$ cat config.mk
export PLATFORM = sky130hd
export DESIGN_NAME = load_store_unit
export DESIGN_NICKNAME = d
export VERILOG_FILES = /design/src/rtl/lsu_pkg.sv /design/src/rtl/lsu_decode.sv /design/src/rtl/load_store_unit.sv
export SDC_FILE = /design/constraint.sdc
export NUM_CORES = 1
export LEC_CHECK = 0
export ABC_AREA = 0
export BUFFER_PORTS_ARGS = -buffer_cell sky130_fd_sc_hd__buf_2
export CORE_UTILIZATION = 44
export CTS_CLUSTER_SIZE = 24
export DETAILED_ROUTE_END_ITERATION = 8
export PLACE_DENSITY = 0.86
export SLEW_MARGIN = 5
export SYNTH_ARGS = -nofsm -noshare
export SYNTH_HDL_FRONTEND = slang
export SYNTH_HIERARCHICAL = 1
export SYNTH_SLANG_ARGS = --single-unit
$ cat constraint.sdc
create_clock -name Clk -period 8.5 [get_ports Clk]
set_input_delay 2.55 -clock Clk [delete_from_list [all_inputs] [get_ports Clk]]
set_output_delay 2.55 -clock Clk [all_outputs]
set_load 0.005 [all_outputs]
$ cat src/rtl/lsu_pkg.sv
// lsu_pkg: shared types and constants for the MEM-stage load/store unit.
// Holds size/funct3 encodings, FSM state enum, decode bundle, extend helper.
package lsu_pkg;

    localparam logic [1:0] BYTE     = 2'b00;
    localparam logic [1:0] HALFWORD = 2'b01;
    localparam logic [1:0] WORD     = 2'b10;

    localparam logic [2:0] F3_B  = 3'b000;
    localparam logic [2:0] F3_H  = 3'b001;
    localparam logic [2:0] F3_W  = 3'b010;
    localparam logic [2:0] F3_BU = 3'b100;
    localparam logic [2:0] F3_HU = 3'b101;

    typedef enum logic [1:0] {
        IDLE   = 2'd0,
        ACCESS = 2'd1,
        RESP   = 2'd2
    } lsu_state_t;

    typedef struct packed {
        logic [1:0]  size;
        logic        sign_ext;
        logic [31:0] wdata;
        logic        fault;
    } lsu_dec_t;

    function automatic logic [31:0] lsu_extend(
        input logic [31:0] d,
        input logic [1:0]  size,
        input logic        sign_ext
    );
        logic [31:0] r;
        r = d;
        unique case (1'b1)
            (size == BYTE):
                r = {{24{sign_ext & d[7]}}, d[7:0]};
            (size == HALFWORD):
                r = {{16{sign_ext & d[15]}}, d[15:0]};
            default:
                r = d;
        endcase
        return r;
    endfunction

endpackage

$ cat src/rtl/lsu_decode.sv
// lsu_decode: combinational funct3/store/address decode for the LSU.
// In: store, funct3, addr, wdata. Out: dec (size, sign_ext, masked wdata, fault).
module lsu_decode
    import lsu_pkg::*;
#(
    parameter int ADDR_W = 9
) (
    input  logic        store,
    input  logic [2:0]  funct3,
    input  logic [31:0] addr,
    input  logic [31:0] wdata,
    output lsu_dec_t    dec
);

    logic            bad_f3;
    logic            misalign;
    logic            out_range;
    logic            past_top;
    logic [2:0]      nbytes;
    logic [ADDR_W:0] last;

    always_comb begin
        bad_f3    = 1'b0;
        misalign  = 1'b0;
        nbytes    = 3'd1;
        dec       = '0;
        dec.wdata = wdata;
        unique case (1'b1)
            (funct3 == F3_B) || (funct3 == F3_BU): begin
                nbytes    = 3'd1;
                dec.wdata = {24'b0, wdata[7:0]};
            end
            (funct3 == F3_H) || (funct3 == F3_HU): begin
                nbytes    = 3'd2;
                misalign  = addr[0];
                dec.wdata = {16'b0, wdata[15:0]};
            end
            (funct3 == F3_W): begin
                nbytes    = 3'd4;
                misalign  = |addr[1:0];
                dec.wdata = wdata;
            end
            default: begin
                bad_f3 = 1'b1;
            end
        endcase

        out_range = |addr[31:ADDR_W];

        // One extra bit so the end address can reach exactly 2^ADDR_W.
        last = {1'b0, addr[ADDR_W-1:0]}
             + {{(ADDR_W-2){1'b0}}, nbytes};
        past_top = last > {1'b1, {ADDR_W{1'b0}}};

        dec.size     = funct3[1:0];
        dec.sign_ext = ~store & ~funct3[2];
        dec.fault    = bad_f3
                     | (store & funct3[2])
                     | out_range
                     | misalign
                     | past_top;
    end

endmodule

$ cat src/rtl/load_store_unit.sv
// load_store_unit: MEM-stage initiator on the data-memory port, one rsp per req.
// Req*/Rsp* pipeline handshake, Mem* memory port. Option: LSU_LOAD_EXT_EN.
module load_store_unit
    import lsu_pkg::*;
#(
    parameter int MEM_LAT = 1,
    parameter int ADDR_W  = 9
) (
    input  logic              Clk,
    input  logic              Reset,
    input  logic              ReqValid,
    output logic              ReqReady,
    input  logic              ReqStore,
    input  logic [2:0]        ReqFunct3,
    input  logic [31:0]       ReqAddr,
    input  logic [31:0]       ReqData,
    output logic              RspValid,
    input  logic              RspReady,
    output logic [31:0]       RspData,
    output logic              RspFault,
    output logic              MemEnable,
    output logic              MemReadWrite,
    output logic              MemSignExt,
    output logic [1:0]        MemSize,
    output logic [ADDR_W-1:0] MemAddress,
    output logic [31:0]       MemDataIn,
    input  logic [31:0]       MemDataOut
);

    lsu_state_t  state;
    logic [3:0]  cnt;
    lsu_dec_t    dec;
    logic [31:0] load_val;

    lsu_decode #(
        .ADDR_W (ADDR_W)
    ) u_decode (
        .store  (ReqStore),
        .funct3 (ReqFunct3),
        .addr   (ReqAddr),
        .wdata  (ReqData),
        .dec    (dec)
    );

    // MemSize/MemSignExt are held through ACCESS and encode the
    // original funct3 of a load exactly, so they drive the extender.
`ifdef LSU_LOAD_EXT_EN
    assign load_val = lsu_extend(MemDataOut, MemSize, MemSignExt);
`else
    assign load_val = MemDataOut;
`endif

    assign ReqReady = (state == IDLE);

    always_ff @(posedge Clk) begin
        if (Reset) begin
            state        <= IDLE;
            cnt          <= '0;
            RspValid     <= 1'b0;
            RspData      <= '0;
            RspFault     <= 1'b0;
            MemEnable    <= 1'b0;
            MemReadWrite <= 1'b0;
            MemSignExt   <= 1'b0;
            MemSize      <= BYTE;
            MemAddress   <= '0;
            MemDataIn    <= '0;
        end else begin
            unique case (state)
                IDLE: begin
                    if (ReqValid) begin
                        if (dec.fault) begin
                            state    <= RESP;
                            RspValid <= 1'b1;
                            RspFault <= 1'b1;
                            RspData  <= '0;
                        end else begin
                            state        <= ACCESS;
                            cnt          <= 4'(MEM_LAT - 1);
                            RspFault     <= 1'b0;
                            MemEnable    <= 1'b1;
                            MemReadWrite <= ReqStore;
                            MemSignExt   <= dec.sign_ext;
                            MemSize      <= dec.size;
                            MemAddress   <= ReqAddr[ADDR_W-1:0];
                            MemDataIn    <= dec.wdata;
                        end
                    end
                end
                ACCESS: begin
                    if (cnt == '0) begin
                        state     <= RESP;
                        MemEnable <= 1'b0;
                        RspValid  <= 1'b1;
                        RspData   <= MemReadWrite ? '0 : load_val;
                    end else begin
                        cnt <= cnt - 4'd1;
                    end
                end
                RESP: begin
                    if (RspReady) begin
                        state    <= IDLE;
                        RspValid <= 1'b0;
                    end
                end
                default: begin
                    state <= IDLE;
                end
            endcase
        end
    end

endmodule

# ---- After elaboration in Yosys (flattened, before gate mapping)
# Cells that the tools add are included.
dict set report word_totals {
  out_inout_bits 81
  mem_count 0
  mem_bits_rw 0
  latchBits 0
  mem_bits_ro 0
  wordCells 80
  register_bits 86
}
dict set report classes {
  n_eq_ne 12
  n_shift 0
  div_mod_pow 0
  muxes 28
  addsub 2
  n_reduce_logical 17
  mul 0
  n_lt_le_gt_ge 1
  bitwise 9
}
# operator count
set ops {}
lappend ops {{2-to-1 mux 32 bit} 4}
lappend ops {{one-hot mux 32 bit (2 select lines)} 2}
lappend ops {{OR reduction 23 bit} 1}
lappend ops {{2-to-1 mux 4 bit} 3}
lappend ops {{AND reduction 4 bit} 3}
lappend ops {{adder 9 x 3 -> 10 bit} 1}
lappend ops {{> comparator 10 bit (second input constant)} 1}
lappend ops {{!= test 2 bit (second input constant)} 5}
lappend ops {{2-to-1 mux 1 bit} 9}
lappend ops {{2-to-1 mux 2 bit} 4}
lappend ops {{one-hot mux 4 bit (2 select lines)} 1}
lappend ops {{equality test 3 bit (second input constant)} 2}
lappend ops {{one-hot mux 2 bit (3 select lines)} 1}
lappend ops {{one-hot mux 3 bit (2 select lines)} 1}
lappend ops {{AND reduction 3 bit} 2}
lappend ops {{AND reduction 5 bit} 1}
lappend ops {{logical NOT 4 bit} 1}
lappend ops {{OR 1 bit} 4}
lappend ops {{one-hot mux 1 bit (2 select lines)} 2}
lappend ops {{subtractor 4 x 1 -> 4 bit (second input constant)} 1}
lappend ops {{equality test 3 x 1 -> 1 bit (second input constant)} 1}
lappend ops {{equality test 3 x 2 -> 1 bit (second input constant)} 1}
lappend ops {{logical NOT 3 bit} 1}
lappend ops {{NOT 1 bit} 3}
lappend ops {{other kinds (12)} 14}

# ---- Longest topological paths before layout
# Gate-level depths: netlist of run 1.
dict set report logic_depth {
  word_depth 11
  mapped_depth 14
  mapped_depth_nobuf 11
}

# ---- Cells and area by module
# Netlist of run 1, hierarchy kept.
# module n_inst cells_each area_per_inst_um2
set modules_own_cells {}
lappend modules_own_cells {load_store_unit 1 364 3329.4}
lappend modules_own_cells {lsu_decode 1 65 478.0}

# ---- Worst setup path after synthesis of run 1
# OpenSTA, ideal clock, no wires.
dict set report synth_path {
  path_kind {input port to flip-flop}
  start {input ReqFunct3[1]}
  end {register cnt[2]}
  t_arrival_ps 5178
  path_slack_ps 3190
  stages 14
  n_path_buf 3
  setup_ps 132
  path_cell_list {buf_2 > nor2b_1 > nor2_1 > ha_1 > fa_1 > nor3b_1 > a21oi_1 > o32ai_1 > o31ai_1 > or4b_4 > buf_6 > buf_6 > a31oi_2 > a21oi_1}
}
# item line_no
set synth_lines {}
lappend synth_lines {{from (decl)} load_store_unit.sv:14} ;# input logic [2:0] ReqFunct3,
lappend synth_lines {{to (signal assigned)} load_store_unit.sv:79} ;# cnt <= 4'(MEM_LAT - 1);
lappend synth_lines {{to (signal assigned)} load_store_unit.sv:97} ;# cnt <= cnt - 4'd1;
lappend synth_lines {{to (decl)} load_store_unit.sv:31} ;# logic [3:0] cnt;

==> reports/metrics.cfg, run 1 <==
[sta]
fin_setup_tns_ns=0
drv_slew=0
finClkSkew_ns=0.0156
fin_hold_ws_ns=0.456
fin_crit_sh=0.652
rsz0062_at_grt=false
hold_viol=0
max_clock_freq_ghz=0.180
slew_headroom=0.236
worst_pin_slew_ns=1.14
setup_viol=0
min_period_ns=5.55

[run]
max_cap_violations=0

[setup_path]
r2r_cells=3
worst_r2r_endpoint=RspData[15]
worst-path-max-fanout=50
worstPathCellList=buf_2 -> nor3b_1 -> nor2_1 -> ha_1 -> fa_1 -> nor3b_1 -> a21oi_1 -> o32ai_1 -> o31ai_1 -> or4b_4 -> a31oi_2 -> a21oi_1
slowest_delay_ns=0.81
critPathKind=primary input to flip-flop
critPathArrivalTime_ns=5.73
ff2ff_setup_slack_ns=5.56
crit_slowest_cell=or4b_4
worstSetupEndpointType=flip-flop
critPathLaunchType=primary input
r2r_start=state[0]
cp.required_ns=8.68

[finish]
fillers=750
register_area_mm2=0.00172
multiInputGateArea_mm2=0.00183
drive_above_1_share=0.422
nets=691
area_growth_pct=27.0
num_antenna_cells=0

[synth]
synthArstFlopShare=0
postSynthCellCount=429
netlist_top_cells_area=dfxtp_1 (45%), nand2_1 (9.2%), and4_1 (7.4%)
ys.flop_type=dfxtp_1
yosys.area.top_type=dfxtp_1
syn_area_mm2=0.00381
synth_top_area_share=0.452
yosys_warnings=6
ys_ff_latch=86
yosysMostFrequentCell=nand2_1
synth_nets=539
synth_edf_count=0
syn_avg_cell_area_um2=8.88
seq_area_frac_synth=0.452
yosysUniqueCellTypes=42
ys_top_cells_by_count=nand2_1 (93), dfxtp_1 (86), a21oi_1 (53)

[floorplanning]
die_w_um=95.0
start_util=0.459
rows=33
die_area_mm2=0.00903
core-area_mm2=0.00830
fp.dieH_um=95.0
boundaryPins=185

[power]
max-vdd-ir-drop_mv=0.112
powerDensity_mw_per_mm2=152
power.leakage_nw=2.20

[min_path]
min_to=MemAddress[3]
hold_path_startpoint=MemAddress[3]
min_path_cells=2
min_path_type=flip-flop to flip-flop

[routing]
vias=3656
drc=0
dr.pass1.iters=4
wirelength_mm=9.85
ant_nets=0
drt_iter0_drc=193
wl_per_cell_um=14.3
post_drt_via_cell_ratio=5.29

[cts]
cts_sinks=86
clock-root-buffer=clkbuf_8
clockBufferDepth=2
cts_buffers=9
cts_tree=yes
clk_latency_ns=0.35
hold_buffers=0
post_cts_resized=0
postCtsSetupRepairBufs=0
cts-htree-levels=3
clk_pin_slew_ns=0.09

[global_routing]
grt_pass1_wl_mm=15.2
grt_overflow=0
track_usage=0.214
antenna_found_initial=0
grt_pass1_vias=3290
grt_max_degree=57

[placement]
io_buffers=184
dpl.hpwl_mm=6.82
gp_congestion=0.809

[status]
status=completed

==> flip-flops by register name (all words and copies together), names as in the netlist <==
signal / count
MemAddress: 9
MemReadWrite: 1
RspFault: 1
RspData: 32
MemDataIn: 32
RspValid: 1
MemEnable: 1
MemSignExt: 1
MemSize: 2
state: 2
cnt: 4
==> layout make-up <==
class	count	area share
flip-flops and latches	86	0.356
clock inverters	7	0.0137
multi-input cells	293	0.379
repair buffers	188	0.197
clock buffers	9	0.0256
inverters	3	0.00233
well taps	105	0.0272
==> critical path, delay by kind of cell <==
family / cells / cell delay (ns)
compound gates: 5 / 0.79
fa+ha+maj: 2 / 0.62
buf+inv: 1 / 0.26
simple gates: 4 / 1.48
==> cell families (layout without fill, tap and decap cells) <==
family                     after synthesis  in the layout  synth area share
and+or+nand+nor                        189            189             0.288
adders and majority gates                6              6            0.0217
DFF                                     86             86             0.452
buffers and inverters                   50            207            0.0693
AOI/OAI and AO/OA                       98             98             0.169
==> worst max path at each step <==
stage                 start  endpoint  slack [ns]  cells after the start
3_5_place_dp   ReqFunct3[1]    cnt[2]        2.61                     12
2_1_floorplan  ReqFunct3[1]    cnt[2]        3.19                     14
4_1_cts        ReqFunct3[1]    cnt[2]        2.98                     12
5_1_grt        ReqFunct3[1]    cnt[2]        2.69                     12
3_3_place_gp   ReqFunct3[1]    cnt[2]        2.78                     12
6_report       ReqFunct3[1]    cnt[2]        2.95                     12
==> through the flow <==
| step | power, mW | worst slack [ns] | util | cell area [µm²] | cells |
|---|---|---|---|---|---|
| 6_report | 0.734 | 2.95 | 0.583 | 4840 | 691 |
| 5_1_grt | 0.766 | 2.69 | 0.583 | 4840 | 691 |
| 4_1_cts | 0.742 | 2.98 | 0.583 | 4840 | 691 |
| 3_5_place_dp | 0.469 | 2.61 | 0.560 | 4650 | 675 |
| 3_3_place_gp | 0.466 | 2.78 | 0.560 | 4650 | 675 |
| 2_1_floorplan | 0.441 | 3.19 | - | 3810 | 429 |
==> per-layer routing <==
metal  vias up  part of all wire  GRT usage
met2       117              0.50      0.378
li1       1809                 -          -
met4         0             0.014     0.0859
met3        11             0.055     0.0423
met5         -                 0          0
met1      1719              0.43      0.253
==> report_power, final <==
group / switching [mW] / internal [mW] / leakage (nW)
clock network: 0.161 / 0.113 / 0.0914
logic: 0.0276 / 0.0271 / 1.41
registers: 0.00150 / 0.404 / 0.693
==> cell usage in the layout, fill, tap and decap left out, types with 2 or more instances in the layout <==
cell type | synthesis | layout
buf_2 | 13 | 184
nand2_1 | 93 | 93
dfxtp_1 | 86 | 86
a21oi_1 | 53 | 53
and4_1 | 32 | 32
a31o_2 | 30 | 30
and2_1 | 16 | 16
nor2b_1 | 11 | 11
clkbuf_8 | 0 | 9
nor2_1 | 9 | 8
ha_1 | 5 | 5
nor4_2 | 5 | 5
buf_4 | 10 | 4
inv_1 | 3 | 3
o21ai_0 | 3 | 3
or3_1 | 3 | 3
nand3_1 | 3 | 3
inv_8 | 0 | 3
and2b_1 | 2 | 2
a31o_1 | 2 | 2
o211ai_1 | 2 | 2
a211oi_1 | 2 | 2
clkinv_4 | 0 | 2
clkinvlp_4 | 0 | 2
nor3b_1 | 2 | 2
nand4_1 | 2 | 2
(Power assumes the default switching activity.)
==> run 2: changes to the inputs <==
Clock period 8.5 ns to 5.31 ns, I/O delays scaled along.
==> run 2 against run 1 <==
Net effect: hold slack worse by 0.00092 ns; via count down 1.8%; core utilization barely moved; critical endpoint is now MemDataIn[26]; largest cell class unchanged; power grew 58%.
==> reports/metrics.cfg, run 2 (synthesis gave the netlist of run 1 again) <==
[global_routing]
busiest_layer=met2
grt_use_met1=0.239  ; -0.0132
grt_pass1_wl_mm=14.6  ; -3.7%
grtUsageMet2=0.372  ; -0.00600
grt_pass1_vias=3341  ; +1.6%
grt_max_degree=57  ; unchanged
track_usage=0.204  ; -0.0102
grt_overflow=0  ; unchanged
antenna_found_initial=0  ; unchanged
met3_usage=0.0486  ; +0.00638

[power]
clkPwrFrac=0.365  ; -0.008
pwr-share-seq=0.560  ; +0.008
power.internal_mw=0.865  ; +59%
power.leakage_nw=2.20  ; +0.19%
powerDensity_mw_per_mm2=239  ; +58%
switching_share=0.253  ; -0.00557
comb_power_share=0.075  ; about the same
power.switching_mw=0.293  ; +54%
max-vdd-ir-drop_mv=0.143  ; +27%

[sta]
max_clock_freq_ghz=0.219
fin_setup_tns_ns=0  ; unchanged
slew_headroom=0.260  ; +0.0239
setup_viol=0  ; unchanged
worst_pin_slew_ns=1.11  ; -0.0357 ns
hold_viol=0  ; unchanged
fin_crit_sh=0.861
drv_slew=0  ; unchanged
rsz0062_at_grt=false
min_period_ns=4.57
finClkSkew_ns=0.0110  ; -0.00463 ns

[finish]
num_antenna_cells=0  ; unchanged
area_growth_pct=26.9  ; about the same
nets=692  ; +0.14%
instances_no_fill=692  ; +0.14%
final_common_cell=buf_2
fillers=758  ; +1.1%
layout_common_cells=buf_2 (184), nand2_1 (93), dfxtp_1 (86)
drive_above_1_share=0.422  ; +0.000986
top_regs=MemDataIn x32, RspData x32, MemAddress x9

[cts]
clk_latency_ns=0.34  ; about the same
cts_tree=yes
clockBufferDepth=2  ; unchanged
clock-root-buffer=clkbuf_8
clk_pin_slew_ns=0.09  ; about the same
hold_buffers=0  ; unchanged
postCtsSetupRepairBufs=0  ; unchanged
post_cts_resized=0  ; unchanged
cts-htree-levels=3  ; unchanged
cts_sinks=86  ; unchanged
cts_buffers=9  ; unchanged

[floorplanning]
die_w_um=95.0  ; unchanged
boundaryPins=185  ; unchanged
core-area_mm2=0.00830  ; unchanged
die_area_mm2=0.00903  ; unchanged
start_util=0.459  ; unchanged
fp.dieH_um=95.0  ; unchanged
rows=33  ; unchanged

[status]
status=completed

[setup_path]
worstSetupEndpointType=flip-flop
critPathKind=primary input to flip-flop
worstPathCellList=buf_2 -> nor3b_1 -> nor2_1 -> ha_1 -> fa_1 -> nor3b_1 -> a21oi_1 -> o32ai_1 -> o31ai_1 -> nor4b_4 -> buf_4 -> nand2_1 -> a21oi_1
critPathLaunchType=primary input
worst-path-max-fanout=27  ; -46%
critPathArrivalTime_ns=4.83  ; -0.90 ns
slowest_delay_ns=0.60  ; -0.21 ns
crit_slowest_cell=nor4b_4
cp.required_ns=5.57  ; -3.11 ns

[routing]
vias=3590  ; -1.8%
wl_per_cell_um=13.6  ; -4.9%
dr.pass1.iters=4  ; unchanged
post_drt_via_cell_ratio=5.19  ; -1.9%
wirelength_mm=9.38  ; -4.8%
ant_nets=0  ; unchanged
drc=0  ; unchanged
drt_iter0_drc=122  ; -37%

[placement]
gp_congestion=0.760  ; -6.1%
io_buffers=184  ; unchanged
dpl.hpwl_mm=6.60  ; -3.1%
dp_cells=676  ; +0.15%

[run]
max_cap_violations=0  ; unchanged

[min_path]
min_path_type=flip-flop to flip-flop

[run 2: worst paths after layout]
path | slack (ns) | end | depth (start not counted) | startpoint
worst max-delay path | 0.74 | MemDataIn[26] | 13 | ReqFunct3[1]
worst min-delay path | 0.46 | MemDataIn[3] | 2 | MemDataIn[3]
worst min register to register | 0.46 | MemDataIn[3] | 2 | MemDataIn[3]
worst max register to register | 2.47 | RspData[20] | 3 | state[0]
[run 2: power groups by stage]
stage          Sequential, mW  Clock (mW)  Combinational, mW
6_report                0.648       0.423             0.0864
5_1_grt                 0.649       0.464             0.0958
4_1_cts                 0.649       0.437             0.0865
3_5_place_dp            0.664           0             0.0861
3_3_place_gp            0.663           0             0.0839
2_1_floorplan           0.662           0             0.0430
[run 2: worst max-delay path, delay by kind of cell]
kind                       cells  cell delay (ns)
AOI/OAI and AO/OA              4             0.64
adders and majority gates      2             0.60
buffers and inverters          2             0.65
and+or+nand+nor                5             1.33
[run 2: cell type report]
type / instances / area [µm²] / area share
clock buffer: 9 / 124 / 0.0256
clock inverter: 7 / 56.3 / 0.0116
inverter: 3 / 11.3 / 0.00233
multi-input combinational: 293 / 1830 / 0.379
sequential: 86 / 1720 / 0.356
tap: 105 / 131 / 0.0272
timing repair buffer: 189 / 958 / 0.198
[run 2: through the flow]
step / setup slack (ns) / power, mW / cell area, µm² / util / hold WS (ns)
2_1_floorplan: 0.957 / 0.705 / 3810 / - / 0.453
5_1_grt: 0.417 / 1.21 / 4830 / 0.582 / 0.480
4_1_cts: 0.752 / 1.17 / 4830 / 0.582 / 0.456
3_3_place_gp: 0.536 / 0.747 / 4650 / 0.561 / 0.438
6_report: 0.739 / 1.16 / 4830 / 0.582 / 0.455
3_5_place_dp: 0.394 / 0.750 / 4650 / 0.561 / 0.443
[run 2: layer usage]
metal / vias to the layer above / routed length (µm)
met5: - / 0
li1: 1809 / -
met2: 96 / 4780
met3: 3 / 457
met1: 1682 / 4120
met4: 0 / 21
==> run 3: changes to the inputs <==
Settings changed: ABC_AREA 0 to 1, BUFFER_PORTS_ARGS -buffer_cell sky130_fd_sc_hd__buf_2 to -buffer_cell sky130_fd_sc_hd__buf_4, PLACE_DENSITY 0.86 to 0.83.
==> run 3 against run 2 <==
Net effect: area after synthesis rose by 18%; global-route usage fell by 0.17 points; critical path depth rose by 6; cell count rose by 45%; sequential power rose by 4.0%; count of clock-buffer cells in the layout did not move; maximum frequency rose by 13%; final area rose by 22%; power rose by 13%; via count rose by 23%; wire length rose by 12%; critical path type unchanged.
==> reports/metrics.cfg, run 3 <==
[finish]
num_antenna_cells=0  ; unchanged
drive_above_1_share=0.255  ; -0.167
nets=975  ; +41%
area_growth_pct=32.0
top_regs=MemDataIn x32, RspData x32, MemAddress x9
final_common_cell=nor2_1
fin_util=0.603  ; +0.0204
layout_common_cells=nor2_1 (208), buf_4 (188), nand2_1 (134)

[synth]
synth_edf_count=0  ; unchanged
yosysUniqueCellTypes=29  ; -31%
synth_top_area_share=0.384  ; -0.0683
yosysMostFrequentCell=nor2_1
ys_ff_latch=86  ; unchanged
yosys_warnings=6  ; unchanged
synthArstFlopShare=0  ; unchanged
synth_nets=823  ; +53%
netlist_top_cells_area=dfxtp_1 (38%), nor2_1 (17%), nand2_1 (11%)
ys.flop_type=dfxtp_1
syn_avg_cell_area_um2=6.29  ; -29%
yosys.area.top_type=dfxtp_1
postSynthCellCount=713  ; +66%
ys_top_cells_by_count=nor2_1 (208), nand2_1 (134), inv_1 (123)
seq_area_frac_synth=0.384  ; -0.0683
syn_area_mm2=0.00448  ; +18%

[cts]
cts_buffers=9  ; unchanged
postCtsSetupRepairBufs=0  ; unchanged
cts_sinks=86  ; unchanged
clock-root-buffer=clkbuf_8
clk_pin_slew_ns=0.08  ; about the same
post_cts_resized=0  ; unchanged
clk_latency_ns=0.34  ; about the same
cts_tree=yes
hold_buffers=0  ; unchanged
clockBufferDepth=2  ; unchanged
cts-htree-levels=3  ; unchanged

[routing]
ant_nets=0  ; unchanged
wl_per_cell_um=10.5  ; -23%
vias=4430  ; +23%
drc=0  ; unchanged
post_drt_via_cell_ratio=4.42  ; -15%
dr.pass1.iters=4  ; unchanged
wirelength_mm=10.5  ; +12%
drt_iter0_drc=87  ; -29%

[global_routing]
met3_usage=0.0617  ; +0.0131
antenna_found_initial=0  ; unchanged
track_usage=0.202  ; -0.00166
grt_use_met1=0.218  ; -0.0216
grt_pass1_wl_mm=17.1  ; +17%
grt_overflow=0  ; unchanged
grt_max_degree=48  ; -16%
grt_pass1_vias=4113  ; +23%
grtUsageMet2=0.370  ; -0.00205
busiest_layer=met2

[sta]
finClkSkew_ns=0.00998  ; -0.00103 ns
min_period_ns=4.04  ; -0.534 ns
worst_pin_slew_ns=0.789  ; -0.318 ns
rsz0062_at_grt=false
setup_viol=0  ; unchanged
max_clock_freq_ghz=0.248  ; +13%
fin_crit_sh=0.760  ; -0.100
fin_setup_tns_ns=0  ; unchanged
hold_viol=0  ; unchanged
drv_slew=0  ; unchanged
slew_headroom=0.473  ; +0.213
setup_ws_ns=1.27  ; +0.534 ns

[floorplanning]
die_area_mm2=0.0106  ; +17%
fp.dieH_um=103  ; +8.4%
core-area_mm2=0.00982  ; +18%
start_util=0.457  ; -0.00209
die_w_um=103  ; +8.4%
boundaryPins=185  ; unchanged
rows=36  ; +9.1%

[status]
status=completed

[min_path]
min_to=MemSize[1]
min_path_cells=2  ; unchanged
min_path_type=flip-flop to flip-flop
hold_path_startpoint=MemSize[1]

[setup_path]
worstSetupEndpointType=flip-flop
critPathKind=primary input to flip-flop
r2r_cells=6  ; +3
critPathLaunchType=primary input
worst_r2r_endpoint=RspData[0]
ff2ff_setup_slack_ns=2.92  ; +0.45 ns
worst-path-max-fanout=47  ; +74%
cp.required_ns=5.54  ; -0.03 ns
critPathArrivalTime_ns=4.27  ; -0.56 ns
r2r_start=state[1]

[power]
power.leakage_nw=3.22  ; +46%
finalPower_mw=1.31  ; +13%
max-vdd-ir-drop_mv=0.133  ; -6.6%
powerDensity_mw_per_mm2=221  ; -7.9%

[placement]
gp_congestion=0.784  ; +3.2%
dpl.hpwl_mm=7.68  ; +16%
pre_cts_slack_ns=0.897  ; +0.503 ns
io_buffers=184  ; unchanged

[run]
max_cap_violations=0  ; unchanged

-- run 3: critical path, cell delays in order --
cell and delay, ns:
buf_4 0.22, nand3_1 0.14, nand2_1 0.10, inv_1 0.05, ha_1 0.19, fa_1 0.39, inv_1 0.09, nand2_1 0.05
nand2_1 0.06, a21oi_1 0.06, nand2_1 0.05, nand2_1 0.04, nand2_1 0.08, inv_1 0.06, nand2_1 0.06, buf_4 0.23
nand3_4 0.44, nor2_1 0.29, nor2_2 0.06
-- run 3: report_power, final --
group          internal [mW]  leakage (nW)  switching [mW]
sequential             0.663         0.699          0.0103
clock                  0.175        0.0838           0.248
combinational          0.110          2.44          0.0993
-- run 3: layer usage --
metal / routed length [µm] / vias to the layer above
met1: 4370 / 1849
met4: 182 / 0
met2: 5070 / 166
met3: 904 / 17
met5: 0 / -
li1: - / 2398
-- run 3: stage by stage --
| stage | instances | area (µm²) | hold WS, ns |
|---|---|---|---|
| floorplan | 713 | 4480 | 0.465 |
| global placement | 987 | 5740 | 0.463 |
| detailed placement | 987 | 5740 | 0.472 |
| CTS | 1003 | 5920 | 0.492 |
| global route | 1003 | 5920 | 0.511 |
| finish | 1003 | 5920 | 0.488 |
-- run 3: worst max path at each step --
| stage | depth (start not counted) | slack (ns) | from | endpoint |
|---|---|---|---|---|
| 2_1_floorplan | 18 | 1.56 | ReqFunct3[1] | MemDataIn[16] |
| 3_3_place_gp | 18 | 1.02 | ReqFunct3[1] | RspData[2] |
| 3_5_place_dp | 19 | 0.90 | ReqFunct3[1] | RspData[2] |
| 4_1_cts | 19 | 1.28 | ReqFunct3[1] | RspData[0] |
| 5_1_grt | 20 | 0.98 | ReqFunct3[1] | RspData[25] |
| 6_report | 19 | 1.27 | ReqFunct3[1] | RspData[0] |
-- run 3: cell families after synthesis --
| group | Yosys count | synth area share |
|---|---|---|
| compound gates | 54 | 0.0608 |
| xor+xnor | 1 | 0.00195 |
| fa+ha+maj | 6 | 0.0184 |
| buf+inv | 175 | 0.179 |
| flops | 86 | 0.384 |
| simple gates | 391 | 0.356 |
-- run 3: layout make-up --
cell class              count  area, µm²
clock buffers               9        124
clock inverters             7       56.3
fillers                   969       3900
inverters                 128        480
multi-input cells         452       1960
flip-flops and latches     86       1720
well taps                 133        166
repair buffers            188       1410
